File: config.mk
export PLATFORM = sky130hd
export DESIGN_NAME = seg7_scroll
export DESIGN_NICKNAME = d
export VERILOG_FILES = /design/src/rtl/seg7_scroll.sv
export SDC_FILE = /design/constraint.sdc
export NUM_CORES = 1
export LEC_CHECK = 0
export CAP_MARGIN = 40
export CORE_UTILIZATION = 40
export DETAILED_ROUTE_END_ITERATION = 8
export GPL_TIMING_DRIVEN = 0
export PLACE_DENSITY = 0.68
export SLEW_MARGIN = 20
export SYNTH_ARGS = -nofsm -noshare
export SYNTH_HDL_FRONTEND = slang
export SYNTH_SLANG_ARGS = --single-unit
File: constraint.sdc
create_clock -name clk -period 8.55 [get_ports clk]
set_input_delay 1.2825 -clock clk [delete_from_list [all_inputs] [get_ports clk]]
set_output_delay 1.2825 -clock clk [all_outputs]
set_load 0.005 [all_outputs]
File: src/rtl/seg7_scroll.sv
// Nibble FIFO behind a two-register bus slave; scrolls queued hex digits into a
// display window and pushes each new window to the seg7 digit register.
module seg7_scroll #(
  parameter logic [31:0] BASE     = 32'h20,
  parameter logic [31:0] SEG_BASE = 32'h10,
  parameter int unsigned NDIGITS  = 4,
  parameter int unsigned DEPTH    = 16
) (
  input  logic        clk,
  input  logic        reset,
  input  logic        enable,
  input  logic        rw,
  input  logic [31:0] addr,
  input  logic [31:0] data,
  output logic        out_enable,
  output logic        out_rw,
  output logic [31:0] out_addr,
  output logic [31:0] out_data,
  output logic [7:0]  status
);

  localparam int WW = 4 * NDIGITS;
  localparam int AW = $clog2(DEPTH);
  localparam int CW = AW + 1;

  typedef enum logic [1:0] {
    S_IDLE  = 2'd0,
    S_COUNT = 2'd1,
    S_EMIT  = 2'd2
  } state_t;

  state_t          state_q, state_d;
  logic            run_q, run_d;
  logic [23:0]     period_q, period_d;
  logic [23:0]     cnt_q, cnt_d;
  logic [WW-1:0]   window_q, window_d;
  logic            overflow_q, overflow_d;
  logic [AW-1:0]   wr_ptr_q, wr_ptr_d;
  logic [AW-1:0]   rd_ptr_q, rd_ptr_d;
  logic [CW-1:0]   count_q, count_d;
  logic [3:0]      mem_q [DEPTH];
  logic [3:0]      mem_d [DEPTH];

  logic push_wr, ctrl_wr, clear;
  logic empty, full, pop, push_ok, push_drop;
  logic [3:0] count_sat;
  logic unused_data_bits;

  assign unused_data_bits = ^data[7:4];

  // Bus decode and FIFO admission. A push into a full FIFO is only accepted
  // when the scroller pops on the same edge.
  always_comb begin
    push_wr   = enable && rw && (addr == BASE);
    ctrl_wr   = enable && rw && (addr == BASE + 32'd1);
    clear     = ctrl_wr && data[1];
    empty     = (count_q == '0);
    full      = (count_q == CW'(DEPTH));
    pop       = (state_q == S_COUNT) && run_q && (cnt_q == period_q) && !empty && !clear;
    push_ok   = push_wr && !clear && (!full || pop);
    push_drop = push_wr && !clear && !push_ok;
  end

  always_comb begin
    run_d      = ctrl_wr ? data[0] : run_q;
    period_d   = ctrl_wr ? data[31:8] : period_q;
    overflow_d = clear ? 1'b0 : (overflow_q || push_drop);
  end

  // Scroll FSM; the counter is frozen in EMIT, so a step takes period+2 cycles.
  always_comb begin
    state_d = state_q;
    cnt_d   = cnt_q;
    case (state_q)
      S_IDLE: begin
        cnt_d = '0;
        if (run_q) state_d = S_COUNT;
      end
      S_COUNT: begin
        if (!run_q) begin
          state_d = S_IDLE;
          cnt_d   = '0;
        end else if (cnt_q == period_q) begin
          cnt_d = '0;
          if (!empty) state_d = S_EMIT;
        end else begin
          cnt_d = cnt_q + 24'd1;
        end
      end
      S_EMIT:  state_d = run_d ? S_COUNT : S_IDLE;
      default: state_d = S_IDLE;
    endcase
    if (clear) begin
      state_d = S_EMIT;
      cnt_d   = '0;
    end
  end

  always_comb begin
    window_d = window_q;
    wr_ptr_d = wr_ptr_q;
    rd_ptr_d = rd_ptr_q;
    count_d  = count_q;
    mem_d    = mem_q;
    if (clear) begin
      window_d = '0;
      wr_ptr_d = '0;
      rd_ptr_d = '0;
      count_d  = '0;
    end else begin
      if (push_ok) begin
        mem_d[wr_ptr_q] = data[3:0];
        wr_ptr_d        = wr_ptr_q + AW'(1);
      end
      if (pop) begin
        window_d = {window_q[WW-5:0], mem_q[rd_ptr_q]};
        rd_ptr_d = rd_ptr_q + AW'(1);
      end
      count_d = count_q + CW'(push_ok) - CW'(pop);
    end
  end

  always_ff @(posedge clk or posedge reset) begin
    if (reset) begin
      state_q    <= S_IDLE;
      run_q      <= 1'b0;
      period_q   <= '0;
      cnt_q      <= '0;
      window_q   <= '0;
      overflow_q <= 1'b0;
      wr_ptr_q   <= '0;
      rd_ptr_q   <= '0;
      count_q    <= '0;
      for (int i = 0; i < DEPTH; i++) mem_q[i] <= '0;
    end else begin
      state_q    <= state_d;
      run_q      <= run_d;
      period_q   <= period_d;
      cnt_q      <= cnt_d;
      window_q   <= window_d;
      overflow_q <= overflow_d;
      wr_ptr_q   <= wr_ptr_d;
      rd_ptr_q   <= rd_ptr_d;
      count_q    <= count_d;
      mem_q      <= mem_d;
    end
  end

  // Outputs decode straight from state so reset drops the strobe asynchronously.
  always_comb begin
    if (32'(count_q) >= 32'd15) count_sat = 4'hF;
    else                        count_sat = 4'(count_q);
    out_enable = (state_q == S_EMIT);
    out_rw     = out_enable;
    out_addr   = SEG_BASE;
    out_data   = {{(32 - WW){1'b0}}, window_q};
    status     = {overflow_q, full, empty, run_q, count_sat};
  end

endmodule

==> run_results.csv, run 1 <==
group,metric,value,unit
detailed_routing,drt_iter0_drc,270,
detailed_routing,firstDrtPassIters,4,
synth,syn_inst,710,
cts,cts_made_buffers,17,
cts,cts_buffer_depth,2,
cts,cts_tree,"done",
worst_setup_path,endpoint_kind,"register",
synth,yosysMostFrequentCell,"dfrtp_1",
final_layout,final_cells,1143,
final_layout,diodes,0,
status,status,"finished clean",
sta,finalSetupViolations,0,
cts,cts-root-buf,"clkbuf_16",
power_and_ir_drop,switching_share,22.2,%
floorplan,rows,51,
min_path,min_path_type,"reg2reg",
floorplan,start_util,41.4,%
cts,cts-resized-gates,0,
floorplan,die_area,0.0210,mm^2
grt,grt_overflow,0,
power_and_ir_drop,p_seq_share,45.3,%
placed_design,place_area,0.00958,mm^2
final_layout,drive_above_1_share,28.1,%
floorplan,chipHeight,145,um
final_layout,fillCellCount,1717,
cts,cts.reportedPaths.clkPinSlew,0.06,ns
synth,async_flop_share,100,%
floorplan,die_width,145,um
floorplan,pin_count,142,
synth,seq_area_frac_synth,44.5,%
power_and_ir_drop,leakagePower,4.57,nW
min_path,whs_endpoint,"overflow_q$_DFF_PP0_",
power_and_ir_drop,total_power,0.00152,W
sta,rsz0062_at_grt,"no",
detailed_routing,ant_nets,0,
placed_design,placed_cells,1110,
detailed_routing,vias,5738,
detailed_routing,wl,17.6,mm
power_and_ir_drop,power_density,149,mW/mm^2
grt,grtUsageTotal,18.4,%
placed_design,dp_hpwl,13.1,mm
sta,slew_violations,0,
sta,fmax,227,MHz
power_and_ir_drop,clockPowerShare,49.8,%
synth,synth-seq-cells,145,
cts,cts_hold_buf,0,
worst_setup_path,ff2ff_path_depth,18,
detailed_routing,post-route-drc-count,0,
worst_setup_path,regToRegStartpoint,"cnt_q[11]$_DFFE_PP0P_",
sta,tns,0,ns
placed_design,port_buffers,87,
cts,clock_latency,0.43,ns
flow_run,drv_cap,0,
detailed_routing,routedWlPerCell,15.4,um
synth,yosys.area.top_type,"dfrtp_1",
cts,h-tree-depth,4,
floorplan,core,0.0197,mm^2
worst_setup_path,cp.arrival,4.72,ns
worst_setup_path,r2r_slack,4.85,ns
worst_setup_path,r2r_end,"count_q[4]$_DFF_PP0_",
final_layout,final_core_util,51.7,%
synth,synth.distinct_cells,54,
synth,syn_avg_cell_area,11.5,um^2
synth,syn_area,0.00816,mm^2
power_and_ir_drop,p_sw,0.000337,W
synth,netlist_top_cells_count,"dfrtp_1 (145), mux2_2 (85), buf_4 (55)",
power_and_ir_drop,peakVddDrop,0.000119,V
worst_setup_path,path_class,"in2reg",
final_layout,nNetsFinal,949,
min_path,min_from,"overflow_q$_DFF_PP0_",
power_and_ir_drop,p_comb_share,4.9,%
sta,skew,0.00779,ns
final_layout,area_growth,24.9,%
placed_design,gp_congestion,0.814,
synth,synth_ff_type,"dfrtp_1",
worst_setup_path,required,8.86,ns
synth,yosysTopAreaCellShare,44.5,%
detailed_routing,viasPerCell,5.02,
sta,tightest_slew,0.836,ns
synth,synth_warnings,0,
cts,cts_sinks,145,
grt,antenna_found_initial,0,
final_layout,stdcell_area,0.0102,mm^2
synth,synth_edf_count,0,
cts,cts_setup_buffers,0,
grt,grt_pass1_vias,5614,
sta,layout_min_cycle_time,4.41,ns
grt,grt_max_degree,87,
grt,grt_pass1_wl,29.2,mm
power_and_ir_drop,internal-power,0.00118,W
sta,period_share,51.6,%
worst_setup_path,cp_max_fo,9,
synth,synth_area_leaders,"dfrtp_1 (44%), mux2_2 (12%), mux4_2 (5.5%), buf_4 (5.1%), nand4_4 (3.1%)",
sta,finalHoldViolCount,0,
sta,relSlewSlack,43.5,%
worst_setup_path,start_kind,"input pin",
min_path,hold_path_depth,1,
## worst max-delay path by stage
| stage | startpoint | endpoint | cells past startpoint |
|---|---|---|---|
| 2_1_floorplan | reset | cnt_q[0]$_DFFE_PP0P_ | 1 |
| 3_3_place_gp | reset | window_q[11]$_DFFE_PP0P_ | 2 |
| 3_5_place_dp | addr[8] | count_q[4]$_DFF_PP0_ | 18 |
| 4_1_cts | addr[8] | count_q[4]$_DFF_PP0_ | 18 |
| 5_1_grt | addr[21] | count_q[4]$_DFF_PP0_ | 18 |
| 6_report | addr[8] | count_q[4]$_DFF_PP0_ | 18 |
## final cells by class
| cell class | count | area [um^2] | share of cell area, % |
|---|---|---|---|
| Multi-Input combinational cell | 499 | 4010 | 39.3 |
| Tap cell | 265 | 332 | 3.25 |
| Clock inverter | 13 | 150 | 1.47 |
| Buffer | 96 | 641 | 6.29 |
| Inverter | 16 | 67.6 | 0.663 |
| Sequential cell | 145 | 3630 | 35.6 |
| Timing Repair Buffer | 90 | 908 | 8.92 |
| Clock buffer | 19 | 453 | 4.45 |
## power groups by stage
stage	logic, W	clock network [W]	registers, W
detailed placement	0.0000758	0	0.000699
floorplan	0.0000359	0	0.000699
global placement	0.0000733	0	0.000699
finish	0.0000747	0.000754	0.000686
global route	0.0000851	0.000794	0.000686
CTS	0.0000759	0.000765	0.000686
## worst max-delay path, stage by stage
cell,delay (ns)
clkdlybuf4s50_1,0.42
nor4_1,0.31
nand4_1,0.25
nor4_1,0.56
and3_1,0.22
buf_2,0.21
nor2b_1,0.07
ha_1,0.29
inv_1,0.05
ha_1,0.15
inv_1,0.05
fa_1,0.39
inv_1,0.07
a21oi_1,0.05
nor2_1,0.08
nor2_1,0.05
xor2_1,0.13
nor2_1,0.05
## kinds of logic (layout without fill, tap and decap cells)
family | count (synthesis) | after routing | share of synthesized area [%]
AOI/OAI and AO/OA | 64 | 64 | 4.63
buffers and inverters | 112 | 234 | 8.59
adders and majority gates | 16 | 16 | 2.55
and+or+nand+nor | 214 | 214 | 16.3
xor gates and xnor gates | 30 | 30 | 3.22
DFF | 145 | 145 | 44.5
other | 2 | 48 | 0.0920
muxes | 127 | 127 | 20.2
## state kept, by name, summed over array words and instances, names as in the netlist
signal and count:
mem_q 64, cnt_q 24, period_q 24, window_q 16
count_q 5, rd_ptr_q 4, wr_ptr_q 4, state_q 2
overflow_q 1, run_q 1
## metal layers
metal / vias to the layer above / global-route usage [%] / share of wire [%]
met4: 0 / 6.65 / 1.6
met5: - / 0 / 0
met3: 18 / 3.59 / 4.8
li1: 2753 / - / -
met1: 2812 / 24.6 / 47
met2: 155 / 29.6 / 47
## placed cells by master (no fill, tap or decap), types with 25 or more instances in the layout
cell type	netlist	routed
dfrtp_1	145	145
mux2_2	85	85
xnor2_1	26	26
nor2_1	47	47
nand2_1	43	43
o21ai_0	25	25
conb_1	2	48
buf_4	55	55
clkdlybuf4s50_1	0	87
## metrics by stage
stage          hold slack [ns]  setup slack [ns]
3_5_place_dp             0.486              3.73
6_report                 0.498              4.14
2_1_floorplan            0.465              3.37
4_1_cts                  0.500              4.16
3_3_place_gp             0.476              1.23
5_1_grt                  0.513              3.76
Power figures use the tool's default switching activity.
==> run 2: changes to the inputs <==
- PLACE_DENSITY: 0.68 -> 0.71
- clock period: 8.55 -> 3.8 ns (I/O delays scaled with it)
==> run 2 against run 1 <==
Against the previous run: sequential power is 120% higher; global-route usage is 0.20 points higher; core utilization is 0.36 points higher; sequential share of layout area is 0.24 points lower; clock-buffer cell count is 1 lower; via count is 2.2% higher; critical path depth is 1 higher; first-iteration DRC count is 39% higher; final cell count is 0.52% higher; routed wire length is 2.7% higher; critical path type is now reg2reg; largest power group unchanged; highest routed layer unchanged.
==> run_results.csv, run 2 (synthesized netlist as in run 1, its figures left out) <==
group,metric,value,unit
status,status,"finished clean",
sta,finalHoldViolCount,0,
floorplan,rows,51,
sta,fin_ws,0.178,ns
cts,cts-root-buf,"clkbuf_16",
power_and_ir_drop,peakVddDrop,0.000265,V
detailed_routing,ant_nets,0,
final_layout,nNetsFinal,955,
final_layout,area_growth,25.7,%
worst_setup_path,start_kind,"register",
final_layout,stdcell_area,0.0103,mm^2
worst_setup_path,endpoint_kind,"register",
sta,fmax,276,MHz
placed_design,port_buffers,87,
placed_design,place_area,0.00966,mm^2
final_layout,final_core_util,52.0,%
worst_setup_path,cpMostUsedCell,"inv_1",
worst_setup_path,regToRegStartpoint,"count_q[2]$_DFF_PP0_",
power_and_ir_drop,power_density,321,mW/mm^2
cts,cts_made_buffers,17,
cts,clock_latency,0.42,ns
cts,cts.reportedPaths.clkPinSlew,0.06,ns
worst_setup_path,path_class,"reg2reg",
power_and_ir_drop,p_seq_share,46.9,%
worst_setup_path,critPathSlowestCell,"nor4_4",
cts,cts_hold_buf,0,
cts,cts_tree,"done",
floorplan,pin_count,142,
worst_setup_path,required,4.11,ns
power_and_ir_drop,switching_share,22.3,%
detailed_routing,post-route-drc-count,0,
sta,tightest_slew,0.932,ns
worst_setup_path,crit_start,"count_q[2]$_DFF_PP0_",
power_and_ir_drop,p_sw,0.000734,W
final_layout,drive_above_1_share,28.8,%
placed_design,dp_hpwl,13.4,mm
final_layout,final-seq-area,0.00363,mm^2
final_layout,diodes,0,
floorplan,die_width,145,um
min_path,min_from,"mem_q[3]$_DFFE_PP0P_",
sta,finalSetupViolations,0,
grt,antenna_found_initial,0,
power_and_ir_drop,leakagePower,4.63,nW
detailed_routing,drt_iter0_drc,375,
placed_design,dp_slack,-0.331,ns
power_and_ir_drop,internal-power,0.00256,W
worst_setup_path,ff2ff_path_depth,19,
floorplan,core,0.0197,mm^2
flow_run,drv_cap,0,
sta,skew,0.00764,ns
cts,cts_buffer_depth,2,
min_path,hold_path_depth,1,
min_path,min_path_type,"reg2reg",
floorplan,chipHeight,145,um
grt,grt_overflow,0,
grt,grtUsageTotal,18.6,%
detailed_routing,viasPerCell,5.10,
floorplan,die_area,0.0210,mm^2
worst_setup_path,cp_max_fo,10,
cts,cts_sinks,145,
detailed_routing,firstDrtPassIters,5,
worst_setup_path,r2r_end,"count_q[4]$_DFF_PP0_",
detailed_routing,vias,5863,
power_and_ir_drop,clockPowerShare,47.7,%
sta,layout_min_cycle_time,3.62,ns
final_layout,largest_register_ffs,64,
final_layout,reg_top3,"mem_q x64, cnt_q x24, period_q x24",
worst_setup_path,max_stage_delay,0.41,ns
final_layout,layout_common_cells,"dfrtp_1 (145), clkdlybuf4s50_1 (87), mux2_2 (85)",
grt,grt_max_degree,35,
floorplan,start_util,41.4,%
sta,slew_violations,0,
detailed_routing,wl,18.1,mm
cts,h-tree-depth,4,
worst_setup_path,cp.arrival,3.93,ns
worst_setup_path,r2r_slack,0.18,ns
final_layout,final_common_cell,"dfrtp_1",
final_layout,top_register,"mem_q",
grt,grt_pass1_wl,29.2,mm
final_layout,multiInputGateArea,0.00403,mm^2
sta,rsz0062_at_grt,"no",
worst_setup_path,worstPathCellList,"inv_1, ha_1, nor4b_1, clkbuf_2, nor4_4, a21bo_4, clkbuf_8, nand3_1, ha_1, inv_1, ha_1, inv_1, fa_1, inv_1, a21oi_1, nor2_1, nor2_1, xor2_1, nor2_1",
min_path,whs_endpoint,"mem_q[3]$_DFFE_PP0P_",
sta,tns,0,ns
sta,period_share,95.3,%
placed_design,gp_congestion,0.832,
sta,relSlewSlack,37.3,%
detailed_routing,routedWlPerCell,15.7,um
final_layout,fillCellCount,1730,
power_and_ir_drop,p_comb_share,5.4,%
grt,grt_pass1_vias,5509,
==> run 2: cell type report <==
class	instances	share of cell area [%]
Clock buffer	18	4.28
Timing Repair Buffer	97	9.85
Inverter	16	0.622
Clock inverter	14	1.12
Tap cell	265	3.23
Sequential cell	145	35.4
Buffer	95	6.21
Multi-Input combinational cell	499	39.3
==> run 2: power by group through the flow <==
stage / Combinational [W] / Clock (W) / Sequential, W
global placement: 0.000164 / 0 / 0.00157
finish: 0.000179 / 0.00157 / 0.00154
global route: 0.000203 / 0.00166 / 0.00154
CTS: 0.000180 / 0.00160 / 0.00154
floorplan: 0.0000810 / 0 / 0.00157
detailed placement: 0.000180 / 0 / 0.00157
==> run 2: worst max path at each step <==
stage,endpoint,slack [ns],cells after the start
final,count_q[4]$_DFF_PP0_,0.18,19
after global routing,count_q[4]$_DFF_PP0_,0.005,19
after global placement,count_q[4]$_DFF_PP0_,-0.30,18
after floorplan,count_q[4]$_DFF_PP0_,0.56,17
after CTS,count_q[4]$_DFF_PP0_,0.07,18
after detailed placement,count_q[4]$_DFF_PP0_,-0.33,18
==> run 2: repair_timing <==
action / in CTS / in global routing
gates resized for setup: 0 / 3
setup endpoints to repair: 0 / 1
setup buffers: 0 / 3
==> run 2: critical path: cells and delay by family (launching register included) <==
| family | cells | cell delay [ns] |
|---|---|---|
| AOI/OAI and AO/OA | 2 | 0.30 |
| xor gates and xnor gates | 1 | 0.13 |
| adders and majority gates | 4 | 1.10 |
| buffers and inverters | 6 | 0.63 |
| DFF | 1 | 0.39 |
| and+or+nand+nor | 6 | 0.93 |
==> run 2: layer usage <==
metal | GRT usage [%] | vias up | wire, um
met2 | 29.8 | 189 | 8570
met5 | 0 | - | 0
met1 | 25.1 | 2890 | 8350
li1 | - | 2764 | -
met4 | 7.42 | 0 | 274
met3 | 3.06 | 20 | 858
==> run 2: metrics by stage <==
step / instances / power [W] / hold slack (ns)
final: 1149 / 0.00329 / 0.499
after global routing: 1149 / 0.00340 / 0.515
after CTS: 1146 / 0.00332 / 0.505
after detailed placement: 1114 / 0.00175 / 0.492
after global placement: 1108 / 0.00174 / 0.482
after floorplan: 756 / 0.00165 / 0.465
